$ cat config.mk
export PLATFORM = sky130hd
export DESIGN_NAME = load_store_unit
export DESIGN_NICKNAME = d
export VERILOG_FILES = /design/src/rtl/riscv_pkg.sv /design/src/rtl/lsu_align.sv /design/src/rtl/load_store_unit.sv
export SDC_FILE = /design/constraint.sdc
export NUM_CORES = 1
export LEC_CHECK = 0
export CORE_UTILIZATION = 48
export DETAILED_ROUTE_END_ITERATION = 8
export HOLD_SLACK_MARGIN = 0.12
export PLACE_DENSITY = 0.85
export SYNTH_ARGS = -nofsm -noshare
export SYNTH_HDL_FRONTEND = slang
export SYNTH_SLANG_ARGS = --single-unit
$ cat constraint.sdc
create_clock -name clk -period 4.65 [get_ports clk]
set_input_delay 0.93 -clock clk [delete_from_list [all_inputs] [get_ports clk]]
set_output_delay 0.93 -clock clk [all_outputs]
set_load 0.03 [all_outputs]
$ cat src/rtl/riscv_pkg.sv
// Shared encodings and decode helpers for the memory-stage load/store unit.
package riscv_pkg;

    typedef enum logic [2:0] {
        SIZE_B  = 3'b000,
        SIZE_H  = 3'b001,
        SIZE_W  = 3'b010,
        SIZE_BU = 3'b100,
        SIZE_HU = 3'b101
    } size_t;

    typedef enum logic [1:0] {
        IDLE = 2'b00,
        REQ  = 2'b01,
        RESP = 2'b10,
        DONE = 2'b11
    } lsu_state_t;

    localparam logic [1:0] WIDTH_B = 2'b00;
    localparam logic [1:0] WIDTH_H = 2'b01;
    localparam logic [1:0] WIDTH_W = 2'b10;

    // Stores ignore the unsigned bit; any undefined code falls back to a byte access.
    function automatic logic [1:0] access_width(input logic [2:0] size, input logic is_store);
        logic [2:0] code;
        code = is_store ? {1'b0, size[1:0]} : size;
        case (code)
            SIZE_B, SIZE_BU: return WIDTH_B;
            SIZE_H, SIZE_HU: return WIDTH_H;
            SIZE_W:          return WIDTH_W;
            default:         return WIDTH_B;
        endcase
    endfunction

    function automatic logic is_misaligned(input logic [1:0] width, input logic [1:0] lo);
        case (width)
            WIDTH_H: return lo[0];
            WIDTH_W: return (lo != 2'b00);
            default: return 1'b0;
        endcase
    endfunction

    function automatic logic is_unsigned(input logic [2:0] size);
        return (size == SIZE_BU) || (size == SIZE_HU);
    endfunction

endpackage

$ cat src/rtl/lsu_align.sv
// Lane steering: byte enables and store replication on the way out,
// load extraction and sign/zero extension on the way back.
module lsu_align
    import riscv_pkg::*;
(
    input  logic [1:0]  st_addr_lo,
    input  logic [1:0]  st_width,
    input  logic [31:0] st_data,
    output logic [3:0]  st_be,
    output logic [31:0] st_wdata,
    input  logic [1:0]  ld_addr_lo,
    input  logic [1:0]  ld_width,
    input  logic        ld_unsigned,
    input  logic [31:0] ld_word,
    output logic [31:0] ld_data
);

    logic [31:0] ld_shift_s;

    // Byte enables and lane-replicated store data for the outgoing request
    always_comb begin
        st_be    = 4'b0000;
        st_wdata = 32'h0000_0000;
        case (st_width)
            WIDTH_H: begin
                st_be    = 4'b0011 << {st_addr_lo[1], 1'b0};
                st_wdata = {2{st_data[15:0]}};
            end
            WIDTH_W: begin
                st_be    = 4'b1111;
                st_wdata = st_data;
            end
            default: begin
                st_be    = 4'b0001 << st_addr_lo;
                st_wdata = {4{st_data[7:0]}};
            end
        endcase
    end

    // Align the addressed bytes to bit 0 and extend to 32 bits
    always_comb begin
        ld_shift_s = ld_word >> {ld_addr_lo, 3'b000};
        ld_data    = 32'h0000_0000;
        case (ld_width)
            WIDTH_H: begin
                if (ld_unsigned) begin
                    ld_data = {16'h0000, ld_shift_s[15:0]};
                end else begin
                    ld_data = {{16{ld_shift_s[15]}}, ld_shift_s[15:0]};
                end
            end
            WIDTH_W: begin
                ld_data = ld_shift_s;
            end
            default: begin
                if (ld_unsigned) begin
                    ld_data = {24'h00_0000, ld_shift_s[7:0]};
                end else begin
                    ld_data = {{24{ld_shift_s[7]}}, ld_shift_s[7:0]};
                end
            end
        endcase
    end

endmodule

$ cat src/rtl/load_store_unit.sv
// Memory-stage load/store unit: one word-aligned req/gnt + rvalid transaction
// per instruction, with misalignment rejection and a bus timeout.
module load_store_unit
    import riscv_pkg::*;
#(
    parameter int unsigned TIMEOUT_CYCLES = 255
) (
    input  logic        clk,
    input  logic        rst,
    input  logic        req_valid,
    input  logic        mem_write,
    input  logic        mem_read,
    input  logic [2:0]  size_src,
    input  logic [31:0] addr,
    input  logic [31:0] wdata,
    output logic        stall,
    output logic        done,
    output logic [31:0] rdata,
    output logic        misaligned,
    output logic        bus_err,
    output logic        mem_req,
    output logic        mem_we,
    output logic [31:0] mem_addr,
    output logic [3:0]  mem_be,
    output logic [31:0] mem_wdata,
    input  logic        mem_gnt,
    input  logic        mem_rvalid,
    input  logic [31:0] mem_rdata
);

    localparam int unsigned CNT_W = (TIMEOUT_CYCLES < 32'd2) ? 32'd1 : $clog2(TIMEOUT_CYCLES + 32'd1);
    localparam logic [CNT_W-1:0] TMO_LAST = CNT_W'(TIMEOUT_CYCLES - 32'd1);
    localparam logic TMO_EN = (TIMEOUT_CYCLES != 32'd0);

    lsu_state_t       state_r, state_s;
    logic             access_s, accept_s, reject_s, capture_s, timeout_s, stall_s, busy_s;
    logic             misalign_s;
    logic [1:0]       width_s;
    logic [3:0]       st_be_s;
    logic [31:0]      st_wdata_s, ld_data_s;
    logic [CNT_W-1:0] cnt_r;

    logic             we_r, uns_r;
    logic [1:0]       width_r, addr_lo_r;
    logic [31:0]      addr_r, wdata_r, rdata_r;
    logic [3:0]       be_r;
    logic             done_r, mem_req_r, misaligned_r, bus_err_r;

    lsu_align u_align (
        .st_addr_lo  (addr[1:0]),
        .st_width    (width_s),
        .st_data     (wdata),
        .st_be       (st_be_s),
        .st_wdata    (st_wdata_s),
        .ld_addr_lo  (addr_lo_r),
        .ld_width    (width_r),
        .ld_unsigned (uns_r),
        .ld_word     (mem_rdata),
        .ld_data     (ld_data_s)
    );

    // Classify the incoming instruction and detect the bus timeout
    always_comb begin
        access_s   = req_valid & (mem_write | mem_read);
        width_s    = access_width(size_src, mem_write);
        misalign_s = is_misaligned(width_s, addr[1:0]);
        busy_s     = (state_r == REQ) || (state_r == RESP);
        if (state_r == IDLE) begin
            accept_s = access_s & ~misalign_s;
            reject_s = access_s & misalign_s;
        end else begin
            accept_s = 1'b0;
            reject_s = 1'b0;
        end
        if (busy_s && TMO_EN && (cnt_r == TMO_LAST)) begin
            timeout_s = 1'b1;
        end else begin
            timeout_s = 1'b0;
        end
    end

    // Next-state, stall and response-capture decode; timeout overrides the bus
    always_comb begin
        state_s   = state_r;
        capture_s = 1'b0;
        stall_s   = 1'b0;
        case (state_r)
            IDLE: begin
                if (accept_s) begin
                    state_s = REQ;
                    stall_s = 1'b1;
                end else begin
                    state_s = IDLE;
                end
            end
            REQ: begin
                stall_s = 1'b1;
                if (timeout_s) begin
                    state_s = DONE;
                end else if (mem_gnt && mem_rvalid) begin
                    state_s   = DONE;
                    capture_s = 1'b1;
                end else if (mem_gnt) begin
                    state_s = RESP;
                end else begin
                    state_s = REQ;
                end
            end
            RESP: begin
                stall_s = 1'b1;
                if (timeout_s) begin
                    state_s = DONE;
                end else if (mem_rvalid) begin
                    state_s   = DONE;
                    capture_s = 1'b1;
                end else begin
                    state_s = RESP;
                end
            end
            DONE: begin
                state_s = IDLE;
            end
            default: begin
                state_s = IDLE;
            end
        endcase
    end

    // State register
    always_ff @(posedge clk) begin
        if (rst) begin
            state_r <= IDLE;
        end else begin
            state_r <= state_s;
        end
    end

    // Timeout counter: runs while a transaction is on the bus, clears otherwise
    always_ff @(posedge clk) begin
        if (rst) begin
            cnt_r <= '0;
        end else if (busy_s) begin
            cnt_r <= cnt_r + CNT_W'(1);
        end else begin
            cnt_r <= '0;
        end
    end

    // Latch the request on acceptance so the bus sees stable values until gnt
    always_ff @(posedge clk) begin
        if (rst) begin
            we_r      <= 1'b0;
            uns_r     <= 1'b0;
            width_r   <= 2'b00;
            addr_lo_r <= 2'b00;
            addr_r    <= 32'h0000_0000;
            be_r      <= 4'b0000;
            wdata_r   <= 32'h0000_0000;
        end else if (accept_s) begin
            we_r      <= mem_write;
            uns_r     <= is_unsigned(size_src) & ~mem_write;
            width_r   <= width_s;
            addr_lo_r <= addr[1:0];
            addr_r    <= {addr[31:2], 2'b00};
            be_r      <= st_be_s;
            wdata_r   <= st_wdata_s;
        end else begin
            we_r      <= we_r;
            uns_r     <= uns_r;
            width_r   <= width_r;
            addr_lo_r <= addr_lo_r;
            addr_r    <= addr_r;
            be_r      <= be_r;
            wdata_r   <= wdata_r;
        end
    end

    // Registered status pulses, bus request and load result
    always_ff @(posedge clk) begin
        if (rst) begin
            done_r       <= 1'b0;
            mem_req_r    <= 1'b0;
            misaligned_r <= 1'b0;
            bus_err_r    <= 1'b0;
            rdata_r      <= 32'h0000_0000;
        end else begin
            done_r       <= (state_s == DONE);
            mem_req_r    <= (state_s == REQ);
            misaligned_r <= reject_s;
            bus_err_r    <= timeout_s;
            if (capture_s) begin
                rdata_r <= we_r ? 32'h0000_0000 : ld_data_s;
            end else if (state_r == DONE) begin
                rdata_r <= rdata_r;
            end else begin
                rdata_r <= 32'h0000_0000;
            end
        end
    end

    assign stall      = stall_s;
    assign done       = done_r;
    assign rdata      = rdata_r;
    assign misaligned = misaligned_r;
    assign bus_err    = bus_err_r;
    assign mem_req    = mem_req_r;
    assign mem_we     = mem_req_r & we_r;
    assign mem_addr   = addr_r;
    assign mem_be     = be_r;
    assign mem_wdata  = wdata_r;

endmodule

# After elaboration in Yosys (flattened, before gate mapping)
# Cells that the tools add are included.
[totals]
input_bits = 106
output_inout_bits = 106
word_cells = 81
ff_bits = 118
[op_classes]
n_eq_ne = 16
reduce_logical = 10
add_sub_neg = 1
n_shift = 3
bitwise_logic = 10
muxes = 27
[op_table]
columns = ["cell", "count"]
rows = [
  ["$mux W32", 5],
  ["$pmux W32 S2", 2],
  ["$shr A32 B5 Y32", 1],
  ["$eq A2 B2 Y1 const B", 5],
  ["$mux W1", 10],
  ["$eq A3 B3 Y1 const B", 3],
  ["$add A8 B1 Y8 const B", 1],
  ["$eq A2 B1 Y1 const B", 4],
  ["$eq A8 B8 Y1 const B", 1],
  ["$pmux W2 S4", 1],
  ["$pmux W4 S2", 1],
  ["$reduce_or A2 Y1", 4],
  ["$mux W2", 3],
  ["$pmux W1 S2", 3],
  ["$and A1 B1 Y1", 5],
  ["$not A1 Y1", 4],
  ["$pmux W2 S2", 1],
  ["$shl A1 B2 Y4 const A", 1],
  ["$shl A2 B2 Y4 const A", 1],
  ["$eq A3 B1 Y1 const B", 1],
  ["$eq A3 B2 Y1 const B", 1],
  ["$mux W3", 1],
  ["$logic_and A1 B1 Y1", 2],
  ["$logic_not A2 Y1", 1],
  ["other kinds (4)", 5],
]

# Logic depth before layout (Yosys ltp)
[logic_depth]
word_depth = 12
mapped_depth = 7
ltp_nobuf = 6

# Hierarchy
# Synthesis repeated with hierarchy kept, for this count alone.
[unflattened]
hier_cells = 728
area_unflattened_um2 = 5788.1
[by_module_without_submodules]
columns = ["mod", "cells_per_inst", "n_inst", "area_per_inst_um2", "seq_area_each_um2"]
rows = [
  ["load_store_unit", 525, 1, 4568.1, 2362.3],
  ["lsu_align", 203, 1, 1219.9, 0.0],
]

# Least setup slack after synthesis
# Ideal clock, no wire load.
[synth_path]
path_type = "input to output"
start = "input port addr[1]"
end = "output port stall"
arrival_time_ns = 2.256
setup_slack_ns = 1.464
required_time_ns = 3.720
path_buffers = 1
path_stages = 5
cell_sequence = "or2_4 -> a31oi_4 -> clkbuf_1 -> a21oi_1 -> nor2_1"
[synth_between]
elab_chain_len = 7
[synth_lines]
columns = ["item", "line_no", "source"]
rows = [
  ["start: declaration", "load_store_unit.sv:14", "input logic [31:0] addr,"],
  ["$reduce_bool A2 Y1", "riscv_pkg.sv:38", "WIDTH_W: return (lo != 2'b00);"],
  ["$pmux W1 S2", "riscv_pkg.sv:36", "case (width)"],
  ["$not A1 Y1", "load_store_unit.sv:69", "accept_s = access_s & ~misalign_s;"],
  ["$and A1 B1 Y1", "load_store_unit.sv:69", ""],
  ["$mux W1", "load_store_unit.sv:68", "if (state_r == IDLE) begin"],
  ["$mux W1", "load_store_unit.sv:89", "if (accept_s) begin"],
  ["$pmux W1 S2", "load_store_unit.sv:87", "case (state_r)"],
  ["end: declaration", "load_store_unit.sv:16", "output logic stall,"],
]
# No other way between the ends.

# Final worst setup path
[layout_path]
start = "input port mem_write"
end = "output port stall"
[layout_between]
elab_chain_len = 11
word_cells_on_any_way = 16
cone_classes = "eq/ne: 5; mux: 6; bitwise: 4; reduce/logical: 1"
[layout_lines]
columns = ["item", "line_no", "source"]
rows = [
  ["start: declaration", "load_store_unit.sv:11", "input logic mem_write,"],
  ["$mux W3", "riscv_pkg.sv:26", "code = is_store ? {1'b0, size[1:0]} : size;"],
  ["$eq A3 B1 Y1 or $eq A3 B3 Y1 (tied branches)", "riscv_pkg.sv:27", "case (code)"],
  ["$reduce_or A2 Y1", "riscv_pkg.sv:27", ""],
  ["$pmux W2 S2", "riscv_pkg.sv:27", ""],
  ["$eq A2 B2 Y1 or $eq A2 B1 Y1 (tied branches)", "riscv_pkg.sv:36", ""],
  ["$pmux W1 S2", "riscv_pkg.sv:36", ""],
  ["$not A1 Y1", "load_store_unit.sv:69", ""],
  ["$and A1 B1 Y1 (*)", "load_store_unit.sv:69", ""],
  ["$mux W1 (*)", "load_store_unit.sv:68", ""],
  ["$mux W1 (*)", "load_store_unit.sv:89", ""],
  ["$pmux W1 S2 (*)", "load_store_unit.sv:87", ""],
]
# Every way passes the cells marked *; elsewhere a longest branch is shown, timed or not.

==> impl_metrics.py <==
metrics = {
    "detailed_routing": {
        "avgViaCountPerCell": 6.046,
        "drtPass1Iterations": 5,
        "wl_mm": 18.19,
        "wire_per_inst_um": 19.00,
        "ant_nets": 0,
        "routed-via-count": 5786,
        "met3WireLength_mm": 1.661,
        "drc_errors": 0,
        "highest_layer": "met4",
        "drt_iter0_markers": 413,
        "wl_met1_mm": 7.077,
        "wl_met2_mm": 8.826,
    },
    "place": {
        "placed_cell_area_mm2": 0.007652,
        "numPortBuffers": 209,
        "hpwlAfterDp_mm": 12.22,
        "routabilityCongestion": 0.8816,
    },
    "cts": {
        "cts_sinks": 118,
        "cts_hold_buf": 0,
        "cts_tree": "built",
        "cts-root-buf": "clkbuf_16",
        "clk_pin_slew_ns": 0.05,
        "clk_latency_ns": 0.41,
        "cts_max_level": 4,
        "post_cts_resized": 0,
        "cts_buffer_depth": 2,
        "cts_setup_buffers": 0,
        "numCtsBuffers": 17,
    },
    "synthesis": {
        "synth_most_common_cell": "dfxtp_1",
        "ys_warn_count": 0,
        "async_flop_share_pct": 0,
        "syn_avg_cell_area_um2": 8.900,
        "synth-seq-cells": 118,
        "yosys.area.top_type_share_pct": 41.86,
        "syn_inst": 634,
        "syn_area_mm2": 0.005643,
        "synthTopCellsByCount": "118 x dfxtp_1, 74 x a21oi_1, 48 x mux2i_1, 47 x clkbuf_1, 46 x nand3_1",
        "ys.flop_type": "dfxtp_1",
        "ys_types": 54,
        "synth-edff-count": 0,
        "ys_seq_area_share_pct": 41.86,
        "synth_top_area_cell": "dfxtp_1",
        "synth_area_leaders": "dfxtp_1 42%, mux2i_1 8.5%, a21oi_1 6.6%, nand3_1 4.1%, o21ai_0 3.9%",
    },
    "power": {
        "ir_drop_uv": 294.5,
        "p_leak_nw": 2.878,
        "power.density_cell_area_mw_per_mm2": 371.6,
    },
    "floorplanning": {
        "dieHeight_um": 110.4,
        "core_mm2": 0.01142,
        "fp.dieArea_mm2": 0.01219,
        "dieWidth_um": 110.4,
        "start_util_pct": 49.42,
        "ios": 212,
        "num_rows": 39,
    },
    "layout": {
        "fillerInstances": 838,
        "area_growth_pct": 47.25,
        "nets": 916,
        "regArea_mm2": 0.002362,
        "multiInputGateArea_mm2": 0.002943,
        "antenna_cells": 0,
        "design_area_mm2": 0.008309,
        "final_layout_size_suffix_gt1_share_pct": 5.774,
    },
    "sta": {
        "post-route-period-util_pct": 80.02,
        "final_max_slew_viol_count": 0,
        "tns_ns": 0,
        "rsz0062_at_grt": "false",
        "max_freq_mhz": 268.7,
        "hold_viol_final": 0,
        "setup_viol": 0,
        "finalClockSkew_ns": 0.01036,
        "slew_headroom_pct": 28.96,
        "worst_slew_pin_slew_ns": 1.063,
        "layout_min_cycle_time_ns": 3.721,
    },
    "min_path": {
        "hold_path_class": "register to register",
    },
    "worst_setup_path": {
        "critPathLaunchType": "input pin",
        "endpoint_kind": "output port",
        "crit_top_cell": "clkdlybuf4s50_1",
        "slowest_stage": "clkdlybuf4s50_1",
        "crit_buf_inv": 2,
        "cp_slowest_stage_delay_ns": 0.67,
        "crit_family": "buffers and inverters",
        "cp_cell_sequence": "clkdlybuf4s50_1 > nand2b_1 > a31oi_4 > a21oi_1 > nor2_1 > clkdlybuf4s50_1",
        "required_ns": 3.72,
        "crit_fanout": 5,
        "cp.arrival_ns": 2.79,
        "path_class": "input pin to output port",
    },
    "global_routing": {
        "grt_pass1_vias": 5755,
        "grt_first_pass_wirelength_mm": 29.21,
        "grt_overflow_total": 0,
        "antenna_found_initial": 0,
        "grt_use_total_pct": 29.50,
        "grt_max_degree": 100,
    },
    "run": {
        "cap_violations": 0,
    },
    "status": {
        "status": "complete, no violations",
    },
}
## power by group
group / switching, W / leakage (nW) / internal, W / total [W]
clock network: 0.000471 / 0.312 / 0.000979 / 0.00145
registers: 0.0000330 / 0.961 / 0.00106 / 0.00109
logic: 0.000310 / 1.60 / 0.000237 / 0.000547
## path summary, 6_finish.rpt
kind                                    from            to  slack [ns]  cells after the start
worst min-delay path            mem_addr[19]  mem_addr[19]        0.47                      2
worst min register to register  mem_addr[19]  mem_addr[19]        0.47                      2
worst max register to register    state_r[0]     rdata[12]        2.15                      6
worst max-delay path               mem_write         stall        0.93                      6
## metal layers
layer,global-route usage [%],up-vias
met3,9.495,57
li1,-,2690
met1,34.30,2728
met4,14.40,0
met2,48.82,311
met5,0,-
## area by class of cell
cell class / count / area share [%]
repair buffers: 216 / 25.78
clock inverters: 12 / 2.409
clock buffers: 20 / 5.496
multi-input cells: 441 / 35.42
well taps: 143 / 2.153
flip-flops and latches: 118 / 28.43
inverters: 7 / 0.3162
## per-stage QoR
stage / util [%] / setup slack [ns] / power [W] / hold WS, ns / instances
2_1_floorplan: - / 1.464 / 0.001410 / 0.4528 / 635
3_3_place_gp: 67.02 / 0.9698 / 0.001635 / 0.4612 / 925
3_5_place_dp: 67.02 / 0.9364 / 0.001648 / 0.4679 / 925
4_1_cts: 72.77 / 0.9212 / 0.003092 / 0.4754 / 957
5_1_grt: 72.77 / 0.8372 / 0.003184 / 0.4983 / 957
6_report: 72.77 / 0.9290 / 0.003088 / 0.4732 / 957
## cell usage in the layout (no fill, tap or decap), types with 2 or more instances in the layout
| cell type | Yosys | routed |
|---|---|---|
| buf_4 | 5 | 8 |
| nand2b_1 | 8 | 8 |
| a32oi_1 | 7 | 7 |
| clkbuf_8 | 0 | 2 |
| clkinvlp_4 | 0 | 3 |
| mux2i_1 | 48 | 48 |
| nor3_1 | 9 | 9 |
| a311oi_1 | 8 | 8 |
| clkinv_2 | 0 | 2 |
| nand3_1 | 46 | 46 |
| clkdlybuf4s50_1 | 0 | 208 |
| dfxtp_1 | 118 | 118 |
| bufinv_16 | 0 | 5 |
| clkinv_4 | 0 | 2 |
| a211oi_1 | 26 | 26 |
| and2_1 | 3 | 3 |
| o21ai_0 | 44 | 44 |
| maj3_1 | 2 | 2 |
| o32ai_1 | 8 | 8 |
| a22oi_1 | 8 | 8 |
| a21oi_1 | 74 | 74 |
| nor2b_1 | 2 | 2 |
| o21bai_1 | 8 | 8 |
| inv_1 | 7 | 7 |
| conb_1 | 1 | 2 |
| and4_1 | 2 | 2 |
| nand3b_1 | 16 | 16 |
| xor2_1 | 5 | 5 |
| o2bb2ai_1 | 7 | 7 |
| o31ai_1 | 16 | 16 |
| clkbuf_16 | 0 | 17 |
| ha_1 | 9 | 9 |
| a221oi_1 | 9 | 9 |
| nor2_1 | 32 | 32 |
| nand2_1 | 20 | 20 |
## flip-flops by register name, indices dropped and copies added, names as in the netlist, 2 cells and up
| signal | cells |
|---|---|
| mem_addr | 30 |
| rdata | 32 |
| addr_lo_r | 2 |
| state_r | 2 |
| width_r | 2 |
| mem_wdata | 32 |
| cnt_r | 8 |
| mem_be | 4 |
## worst register-to-register path: cells and delay by family, from the launching register on
| family | cells | cell delay, ns |
|---|---|---|
| flops | 1 | 0.42 |
| simple gates | 2 | 0.70 |
| fa+ha+maj | 1 | 0.37 |
| compound gates | 2 | 0.81 |
| buf+inv | 1 | 0.10 |
## cell families after synthesis
kind of cell	share of synthesized area, %
flip-flops	41.86
AO/OA/AOI/OAI	26.56
other	0.06646
adder cells (fa/ha/maj)	2.350
multiplexers	8.514
XOR/XNOR	0.9313
buffers and inverters	6.053
AND/OR/NAND/NOR	13.66
Note: power is estimated with default switching activity, not from simulation.
